==> config.mk <==
export PLATFORM = sky130hd
export DESIGN_NAME = obs_even_odd_mul_seq_flat
export DESIGN_NICKNAME = d
export VERILOG_FILES = /design/src/rtl/obs_even_odd_mul_seq_if.sv /design/src/rtl/obs_even_odd_mul_seq.sv /design/src/flat_wrapper.sv
export SDC_FILE = /design/constraint.sdc
export NUM_CORES = 1
export LEC_CHECK = 0
export ABC_CLOCK_PERIOD_IN_PS = 4550
export CORE_MARGIN = 2
export CORE_UTILIZATION = 45
export CTS_CLUSTER_SIZE = 20
export DETAILED_ROUTE_END_ITERATION = 8
export PLACE_DENSITY = 0.69
export SETUP_SLACK_MARGIN = 0.3
export SYNTH_ARGS = -nofsm -noshare
export SYNTH_HDL_FRONTEND = slang
export SYNTH_SLANG_ARGS = --single-unit
==> constraint.sdc <==
create_clock -name clk -period 4.55 [get_ports clk]
set_input_delay 0.91 -clock clk [delete_from_list [all_inputs] [get_ports clk]]
set_output_delay 0.91 -clock clk [all_outputs]
set_load 0.02 [all_outputs]
==> src/rtl/obs_even_odd_mul_seq_if.sv <==
// Handshake bundle for the sequential even/odd carry-less multiplier.
// master: operand producer / product consumer; slave: the multiplier.
interface obs_even_odd_mul_seq_if #(
    parameter int unsigned N = 26
);
    logic           in_valid;
    logic           in_ready;
    logic [N-1:0]   a_in;
    logic [N-1:0]   b_in;
    logic           out_valid;
    logic           out_ready;
    logic [2*N-2:0] p_out;
    logic           busy;

    modport master (
        output in_valid, a_in, b_in, out_ready,
        input  in_ready, out_valid, p_out, busy
    );

    modport slave (
        input  in_valid, a_in, b_in, out_ready,
        output in_ready, out_valid, p_out, busy
    );
endinterface

==> src/rtl/obs_even_odd_mul_seq.sv <==
// Sequential GF(2)[x] multiplier using even/odd coefficient split.
// One shared HxH carry-less multiplier is reused over four steps
// (ae*be, ae*bo, ao*be, ao*bo); each sub-product is XORed into an
// interleaved 2N-1 bit accumulator. N must be even.
module obs_even_odd_mul_seq #(
    parameter int unsigned N = 26
) (
    input logic                  clk,
    input logic                  rst,
    obs_even_odd_mul_seq_if.slave bus
);
    localparam int unsigned H  = N / 2;
    localparam int unsigned PW = 2 * H - 1;
    localparam int unsigned AW = 2 * N - 1;

    typedef enum logic [1:0] {StIdle, StMul, StDone} state_e;

    state_e         state_q;
    logic [1:0]     step_q;
    logic [AW-1:0]  acc_q;
    logic [H-1:0]   ae_q, ao_q, be_q, bo_q;
    logic           out_valid_q;
    logic           busy_q;

    logic [H-1:0]   ae_d, ao_d, be_d, bo_d;
    logic [H-1:0]   sel_a, sel_b;
    logic [PW-1:0]  prod;
    logic [AW-1:0]  acc_d;

    // Split incoming operands into even- and odd-indexed coefficients.
    always_comb begin
        ae_d = '0;
        ao_d = '0;
        be_d = '0;
        bo_d = '0;
        for (int i = 0; i < int'(H); i++) begin
            ae_d[i] = bus.a_in[2*i];
            ao_d[i] = bus.a_in[2*i+1];
            be_d[i] = bus.b_in[2*i];
            bo_d[i] = bus.b_in[2*i+1];
        end
    end

    // Shared HxH carry-less sub-multiplier; step[1] picks the A half, step[0] the B half.
    always_comb begin
        sel_a = step_q[1] ? ao_q : ae_q;
        sel_b = step_q[0] ? bo_q : be_q;
        prod  = '0;
        for (int j = 0; j < int'(H); j++) begin
            for (int l = 0; l < int'(H); l++) begin
                prod[j+l] = prod[j+l] ^ (sel_a[j] & sel_b[l]);
            end
        end
    end

    // Scatter the sub-product into the accumulator by the step's parity/offset.
    always_comb begin
        acc_d = acc_q;
        for (int i = 0; i < int'(PW); i++) begin
            case (step_q)
                2'd0:    acc_d[2*i]   = acc_d[2*i]   ^ prod[i];
                2'd1:    acc_d[2*i+1] = acc_d[2*i+1] ^ prod[i];
                2'd2:    acc_d[2*i+1] = acc_d[2*i+1] ^ prod[i];
                default: acc_d[2*i+2] = acc_d[2*i+2] ^ prod[i];
            endcase
        end
    end

    // Control FSM with registered outputs; reset aborts any computation in flight.
    always_ff @(posedge clk or posedge rst) begin
        if (rst) begin
            state_q     <= StIdle;
            step_q      <= 2'd0;
            acc_q       <= '0;
            ae_q        <= '0;
            ao_q        <= '0;
            be_q        <= '0;
            bo_q        <= '0;
            out_valid_q <= 1'b0;
            busy_q      <= 1'b0;
        end else begin
            case (state_q)
                StIdle: begin
                    if (bus.in_valid) begin
                        ae_q    <= ae_d;
                        ao_q    <= ao_d;
                        be_q    <= be_d;
                        bo_q    <= bo_d;
                        acc_q   <= '0;
                        step_q  <= 2'd0;
                        busy_q  <= 1'b1;
                        state_q <= StMul;
                    end
                end
                StMul: begin
                    acc_q  <= acc_d;
                    step_q <= step_q + 2'd1;
                    if (step_q == 2'd3) begin
                        out_valid_q <= 1'b1;
                        busy_q      <= 1'b0;
                        state_q     <= StDone;
                    end
                end
                StDone: begin
                    if (bus.out_ready) begin
                        out_valid_q <= 1'b0;
                        state_q     <= StIdle;
                    end
                end
                default: begin
                    out_valid_q <= 1'b0;
                    busy_q      <= 1'b0;
                    state_q     <= StIdle;
                end
            endcase
        end
    end

    assign bus.in_ready  = (state_q == StIdle);
    assign bus.out_valid = out_valid_q;
    assign bus.p_out     = acc_q;
    assign bus.busy      = busy_q;
endmodule

==> src/flat_wrapper.sv <==
// flat-port wrapper written by rule: the top's interface ports become plain ports
module obs_even_odd_mul_seq_flat 
#(
    parameter int unsigned N = 26
)
  (clk, rst, bus_in_valid, bus_a_in, bus_b_in, bus_out_ready, bus_in_ready, bus_out_valid, bus_p_out, bus_busy);
  obs_even_odd_mul_seq_if #(.N(N)) bus_i ();
  input logic clk;
  input logic rst;
  input wire logic [$bits(bus_i.in_valid)-1:0] bus_in_valid;
  input wire logic [$bits(bus_i.a_in)-1:0] bus_a_in;
  input wire logic [$bits(bus_i.b_in)-1:0] bus_b_in;
  input wire logic [$bits(bus_i.out_ready)-1:0] bus_out_ready;
  output wire logic [$bits(bus_i.in_ready)-1:0] bus_in_ready;
  output wire logic [$bits(bus_i.out_valid)-1:0] bus_out_valid;
  output wire logic [$bits(bus_i.p_out)-1:0] bus_p_out;
  output wire logic [$bits(bus_i.busy)-1:0] bus_busy;
  assign bus_i.in_valid = bus_in_valid;
  assign bus_i.a_in = bus_a_in;
  assign bus_i.b_in = bus_b_in;
  assign bus_i.out_ready = bus_out_ready;
  assign bus_in_ready = bus_i.in_ready;
  assign bus_out_valid = bus_i.out_valid;
  assign bus_p_out = bus_i.p_out;
  assign bus_busy = bus_i.busy;
  obs_even_odd_mul_seq #(.N(N)) u_core (.clk(clk), .rst(rst), .bus(bus_i));
endmodule
==> run summary, run 1 <==
Initial Util: 45.8%
Die ar.: 0.0179 mm²
status: complete, no violations
via count: 6007
Hold Vio Cnt, Final: 0
final worst path period need: 3.32 ns
area share of the largest cell type after synthesis: 36.0%
Reg2Reg Depth: 10
slowest cell delay on critical path: 0.75 ns
Post-Route WL: 19700 µm
synth top area cells: dfrtp_1 (36%), xnor2_1 (9.8%), nor2_1 (9.5%)
RR Endpoint: u_core.bus.p_out[20]
First-pass DRT Iterations: 6
FF+latch area: 0.00273 mm²
Overflow after GRT: 0
Clk Latency, worst-skew pair: 0.37 ns
Hold Path Class: reg -> reg
worst-margin pin slew: 1.13 ns
DP Wirelength: 13600 µm
max-slew violation count: 0
fillcell total: 1477
most frequent CP cell: buf_4
area of the multi-input gates: 0.00452 mm²
Hold Slack: 0.497 ns
sequential area share after synthesis: 36.0%
antenna-violating nets left: 0
share of layout cells above drive strength 1: 14.0%
first-pass GRT wire length: 31900 µm
RSZ-0062 raised after global routing: false
Ports: 110
Synth cell types: 43
critical path cell sequence: buf_4 -> mux2i_1 -> buf_4 -> nor2_1 -> xor2_1 -> xnor3_1 -> xnor2_1 -> o211ai_1 -> a211o_1 -> o21ai_0
max cap viols: 0
CTS Root Cell: clkbuf_16
CP max stage cell: dfrtp_1
FP Rows: 47
CP Capture Type: flop
CTS tree: yes
GRT Resource Usage Total: 22.9%
synthesized flop and latch total: 109
TNS Setup: 0 ns
Cell Area, Synth: 0.00757 mm²
largest net degree at the start of global routing: 58
Die Ht: 134 µm
end point of the critical path: u_core.bus.p_out[20]
r2r setup slk: 1.23 ns
final count of negative-setup-slack endpoints: 0
Util after Layout: 56.2%
Die W: 134 µm
Layout area overhead: 22.6%
Detailed Route Iter0 Violations: 468
vias per inst: 5.28
Tcrit/Tclk final: 72.9%
Mean Syn Cell Area: 9.30 µm²
crit path from: u_core.step_q[0]
skew final: 0.0115 ns
Post-CTS Setup Bufs: 0
YS warnings: 0
kind of critical path: reg -> reg
Req. time, crit path: 4.84 ns
post-synthesis net count: 873
vias in the first global route: 5889
H-tree depth: 3
clock-pin slew on the worst setup and hold paths: 0.08 ns
Mapped Cells: 814
Worst EP arrival: 3.60 ns
Reg-to-Reg Start: u_core.step_q[0]
ant diodes: 0
GPL Wtd Cong: 0.850
Port Buffer Count: 109
leading area contributor after synthesis: dfrtp_1
CP Launch Type: flop
Hold-fix buffers, CTS: 0
FMAX: 302 MHz
max_slew headroom: 24.3%
Resize count post-CTS: 0
clk buf depth: 2
post-layout net count: 971
TritonCTS buffer count: 9
initial antenna violation count: 0
CTS sink cnt: 109
drc violations: 0
Worst Path Max Fanout: 11
Placeable Area: 0.0165 mm²
drt wl/cell: 17.3 µm
-- worst min-delay path by stage --
stage | slack, ns | from | endpoint | cells after the start
after floorplan | 0.48 | u_core.ae_q[0] | u_core.ae_q[0] | 1
after global placement | 0.49 | u_core.bus.p_out[48] | u_core.bus.p_out[48] | 1
after detailed placement | 0.49 | u_core.bus.p_out[2] | u_core.bus.p_out[2] | 1
after CTS | 0.50 | u_core.bus.p_out[2] | u_core.bus.p_out[2] | 1
after global routing | 0.52 | u_core.bus.p_out[2] | u_core.bus.p_out[2] | 1
final | 0.50 | u_core.bus.p_out[2] | u_core.bus.p_out[2] | 1
-- metal layers --
layer | vias up | GRT usage (%) | wire length (µm)
met1 | 2911 | 32.6 | 9200
li1 | 2884 | - | -
met4 | 0 | 6.86 | 323
met3 | 21 | 3.12 | 997
met2 | 191 | 36.5 | 9140
met5 | - | 0 | 0
-- synthesized netlist by cell type, drive strengths merged --
cell type and number:
nand2 67, o21bai 3, a211oi 5, mux2 59, nand3b 2, clkinv 1
o31a 1, o21ai 35, o31ai 3, a31oi 5, a21bo 2, a211o 14
xor2 48, mux2i 29, or2 1, nor2 196, xnor2 85, nor2b 1
clkbuf 30, o211ai 10, xor3 2, o211a 4, nand2b 3, xnor3 20
a21oi 12, a31o 1, a22o 6, a21o 2, and2 1, ha 3
buf 27, nor3b 1, inv 13, or3 9, nand3 3, nand4 1
dfrtp 109
-- final cells by class --
type / count / share of cell area [%]
tap: 220 / 2.97
clock inverter: 7 / 1.25
inverter: 14 / 0.593
clock buffer: 9 / 2.43
timing repair buffer: 144 / 14.7
sequential: 109 / 29.4
multi-input combinational: 634 / 48.7
-- cells in the final DEF (no fill, tap or decap), types with 3 or more instances in the layout --
master           instances
o31ai_1                  3
inv_1                   12
mux2i_1                 23
ha_1                     3
nand2_1                 67
nor2_1                 191
a211o_1                 14
buf_4                   34
a31oi_1                  5
a211oi_1                 4
a21oi_1                 12
nor2_2                   5
mux2i_2                  6
dfrtp_1                109
a22o_1                   6
xor2_1                  48
o211ai_1                10
or3_1                    9
nand2b_1                 3
o21bai_1                 3
clkdlybuf4s50_1        109
xnor2_1                 85
nand3_1                  3
o211a_1                  4
mux2_2                  59
xnor3_1                 20
clkbuf_16                9
o21ai_0                 35
-- critical path: cells and delay by family (launching register included) --
kind | cells | cell delay, ns
multiplexers | 1 | 0.21
AND/OR/NAND/NOR | 1 | 0.07
flip-flops | 1 | 0.75
XOR/XNOR | 3 | 1.08
buffers and inverters | 2 | 0.54
AO/OA/AOI/OAI | 3 | 0.59
-- state kept, by name, summed over array words and instances (netlist names) --
name	count
u_core.ae_q	13
u_core.ao_q	13
u_core.be_q	13
u_core.bo_q	13
u_core.bus.busy	1
u_core.bus.out_valid	1
u_core.bus.p_out	51
u_core.state_q	2
u_core.step_q	2
-- stage by stage --
stage          cell area, µm²  instances  worst slack [ns]
2_1_floorplan            7570        814             0.766
3_3_place_gp             8940       1121              1.28
3_5_place_dp             8940       1121              1.26
4_1_cts                  9280       1137              1.25
5_1_grt                  9280       1137              1.04
6_report                 9280       1137              1.23
-- cells by family (layout without fill, tap and decap cells) --
kind of cell / count (synthesis) / after routing / synth area share (%)
AO/OA/AOI/OAI: 103 / 103 / 9.20
XOR/XNOR: 155 / 155 / 22.0
adder cells (fa/ha/maj): 3 / 3 / 0.496
buffers and inverters: 71 / 174 / 4.41
flip-flops: 109 / 109 / 36.0
multiplexers: 88 / 88 / 12.9
AND/OR/NAND/NOR: 285 / 285 / 15.0
Power of run 1 is left out: the tool's default activity adds up to more than one toggle a clock period on the data nets, which glitch-free logic cannot reach.
==> inputs of run 2 (changes only) <==
--- a/config.mk
+++ b/config.mk
@@ -5,12 +5,12 @@
 export SDC_FILE = /design/constraint.sdc
 export NUM_CORES = 1
 export LEC_CHECK = 0
-export ABC_CLOCK_PERIOD_IN_PS = 4550
+export ABC_CLOCK_PERIOD_IN_PS = 2700
 export CORE_MARGIN = 2
 export CORE_UTILIZATION = 45
 export CTS_CLUSTER_SIZE = 20
 export DETAILED_ROUTE_END_ITERATION = 8
-export PLACE_DENSITY = 0.69
+export PLACE_DENSITY = 0.72
 export SETUP_SLACK_MARGIN = 0.3
 export SYNTH_ARGS = -nofsm -noshare
 export SYNTH_HDL_FRONTEND = slang
==> constraint.sdc (replaced) <==
create_clock -name clk -period 2.7 [get_ports clk]
set_input_delay 0.54 -clock clk [delete_from_list [all_inputs] [get_ports clk]]
set_output_delay 0.54 -clock clk [all_outputs]
set_load 0.02 [all_outputs]
==> run 2 against run 1 <==
Compared with the run above:
- the flow now finishes with violations (setup timing)
- setup slack got worse by 1.4 ns
- wire length grew 16%
- global-route usage up 0.93 points
- core utilization is 11 points higher
- cell count up 11%
- clock-buffer cell count stayed put
- register-to-register slack worse by 1.4 ns
==> run summary, run 2 (synthesized netlist as in run 1, its figures left out) <==
TritonCTS buffer count: 9
Port Buffer Count: 109
CP Capture Type: flop
dpl ws: -0.0887 ns
CTS Root Cell: clkbuf_16
Worst Path Max Fanout: 5
max_slew headroom: 54.2%
largest net degree at the start of global routing: 110
clk buf depth: 2
drc violations: 0
worst-margin pin slew: 0.687 ns
Worst EP arrival: 3.18 ns
fillcell total: 1136
Detailed Route Iter0 Violations: 600
post-layout net count: 1092
Layout area overhead: 47.5%
Clk Latency, worst-skew pair: 0.37 ns
Hold Vio Cnt, Final: 0
area of the multi-input gates: 0.00522 mm²
Initial Util: 45.8%
final count of negative-setup-slack endpoints: 19
max cap viols: 0
CP Launch Type: flop
GPL Wtd Cong: 0.905
Util after Layout: 67.6%
commonest non-fill, non-tap cell in the layout: nor2_1
worst setup margin: -0.178 ns
vias per inst: 5.40
FP Rows: 47
share of layout cells above drive strength 1: 35.8%
First-pass DRT Iterations: 6
Post-Route WL: 22900 µm
Hold Path Class: reg -> reg
CTS tree: yes
most frequent cells in the layout: nor2_1 (156), clkdlybuf4s50_1 (109), dfrtp_1 (108), buf_4 (99), xnor2_1 (63)
first-pass GRT wire length: 33600 µm
final worst path period need: 2.88 ns
status: finished with violations
DP Wirelength: 14300 µm
CP max stage cell: xnor3_2
Overflow after GRT: 0
FF+latch area: 0.00273 mm²
antenna-violating nets left: 0
max-slew violation count: 0
critical path cell sequence: buf_12 -> buf_6 -> mux2i_4 -> buf_6 -> buf_12 -> nor2_2 -> xnor2_1 -> xnor2_1 -> xnor3_2 -> o211a_1 -> o31ai_1 -> a21bo_2
GRT Resource Usage Total: 23.9%
Placeable Area: 0.0165 mm²
Die Ht: 134 µm
CTS sink cnt: 109
post-route cell area: 0.0112 mm²
Die W: 134 µm
initial antenna violation count: 0
Req. time, crit path: 3.01 ns
drt wl/cell: 18.2 µm
skew final: 0.00631 ns
FMAX: 347 MHz
RSZ-0062 raised after global routing: true
max reg flops: 51
H-tree depth: 3
via count: 6797
Die ar.: 0.0179 mm²
Tcrit/Tclk final: 107%
vias in the first global route: 6488
clock-pin slew on the worst setup and hold paths: 0.08 ns
Placement Cell Area: 0.00948 mm²
slowest cell delay on critical path: 0.49 ns
kind of critical path: reg -> reg
Hold Slack: 0.476 ns
Ports: 110
failing checks: setup timing
ant diodes: 0
run 2: cell types whose count changed in the layout (fill, tap and decap cells not counted), moves of 17 or more:
cell / previous run / this run
o21ai_0: 35 / 18
xnor2_1: 85 / 63
o21ai_1: 0 / 17
nor2_1: 191 / 156
xnor2_2: 0 / 19
buf_4: 34 / 99
buf_6: 0 / 39
nor2_2: 5 / 27
run 2: final timing paths:
| path | startpoint | to | slack, ns | cells past startpoint |
|---|---|---|---|---|
| setup / recovery | u_core.step_q[1] | u_core.bus.p_out[24] | -0.18 | 12 |
| hold / removal | u_core.bus.p_out[48] | u_core.bus.p_out[48] | 0.48 | 1 |
| setup reg to reg | u_core.step_q[1] | u_core.bus.p_out[24] | -0.18 | 12 |
| hold reg to reg | u_core.bus.p_out[48] | u_core.bus.p_out[48] | 0.48 | 1 |
| max in group asynchronous | rst | u_core.bus.p_out[9] | 1.52 | 3 |
| min in group asynchronous | rst | u_core.bo_q[1] | 0.63 | 3 |
run 2: cell type report:
type | count | area share, %
clock inverter | 7 | 0.571
multi-input combinational | 634 | 46.7
timing repair buffer | 265 | 23.3
inverter | 14 | 0.504
sequential | 109 | 24.4
tap | 220 | 2.46
clock buffer | 9 | 2.02
run 2: metrics by stage:
stage          cells  TNS (ns)
2_1_floorplan    814         0
3_3_place_gp    1171    -0.190
3_5_place_dp    1171    -0.777
4_1_cts         1210    -0.119
5_1_grt         1258     -3.93
6_report        1258     -1.31
run 2: repair_timing:
action / CTS / global route
cloned: 0 / 2
hold buffers: 0 / 0
resized for setup: 55 / 143
pin swaps: 15 / 83
setup buffers: 23 / 46
endpoints found under the setup margin: 37 / 42
run 2: worst max-delay path: cells and delay by family, from the launching register on:
kind / cells / cell delay, ns
AO/OA/AOI/OAI: 3 / 0.70
AND/OR/NAND/NOR: 1 / 0.04
flip-flops: 1 / 0.43
multiplexers: 1 / 0.29
buffers and inverters: 4 / 0.51
XOR/XNOR: 3 / 0.84
run 2: per-layer routing:
| metal | global-route usage (%) | part of all wire [%] | up-vias |
|---|---|---|---|
| met4 | 8.69 | 3.7 | 0 |
| met5 | 0 | 0 | - |
| met3 | 4.38 | 6.8 | 81 |
| li1 | - | - | 3103 |
| met1 | 32.3 | 41 | 3287 |
| met2 | 38.4 | 49 | 326 |
Power of run 2 is left out for the same reason.
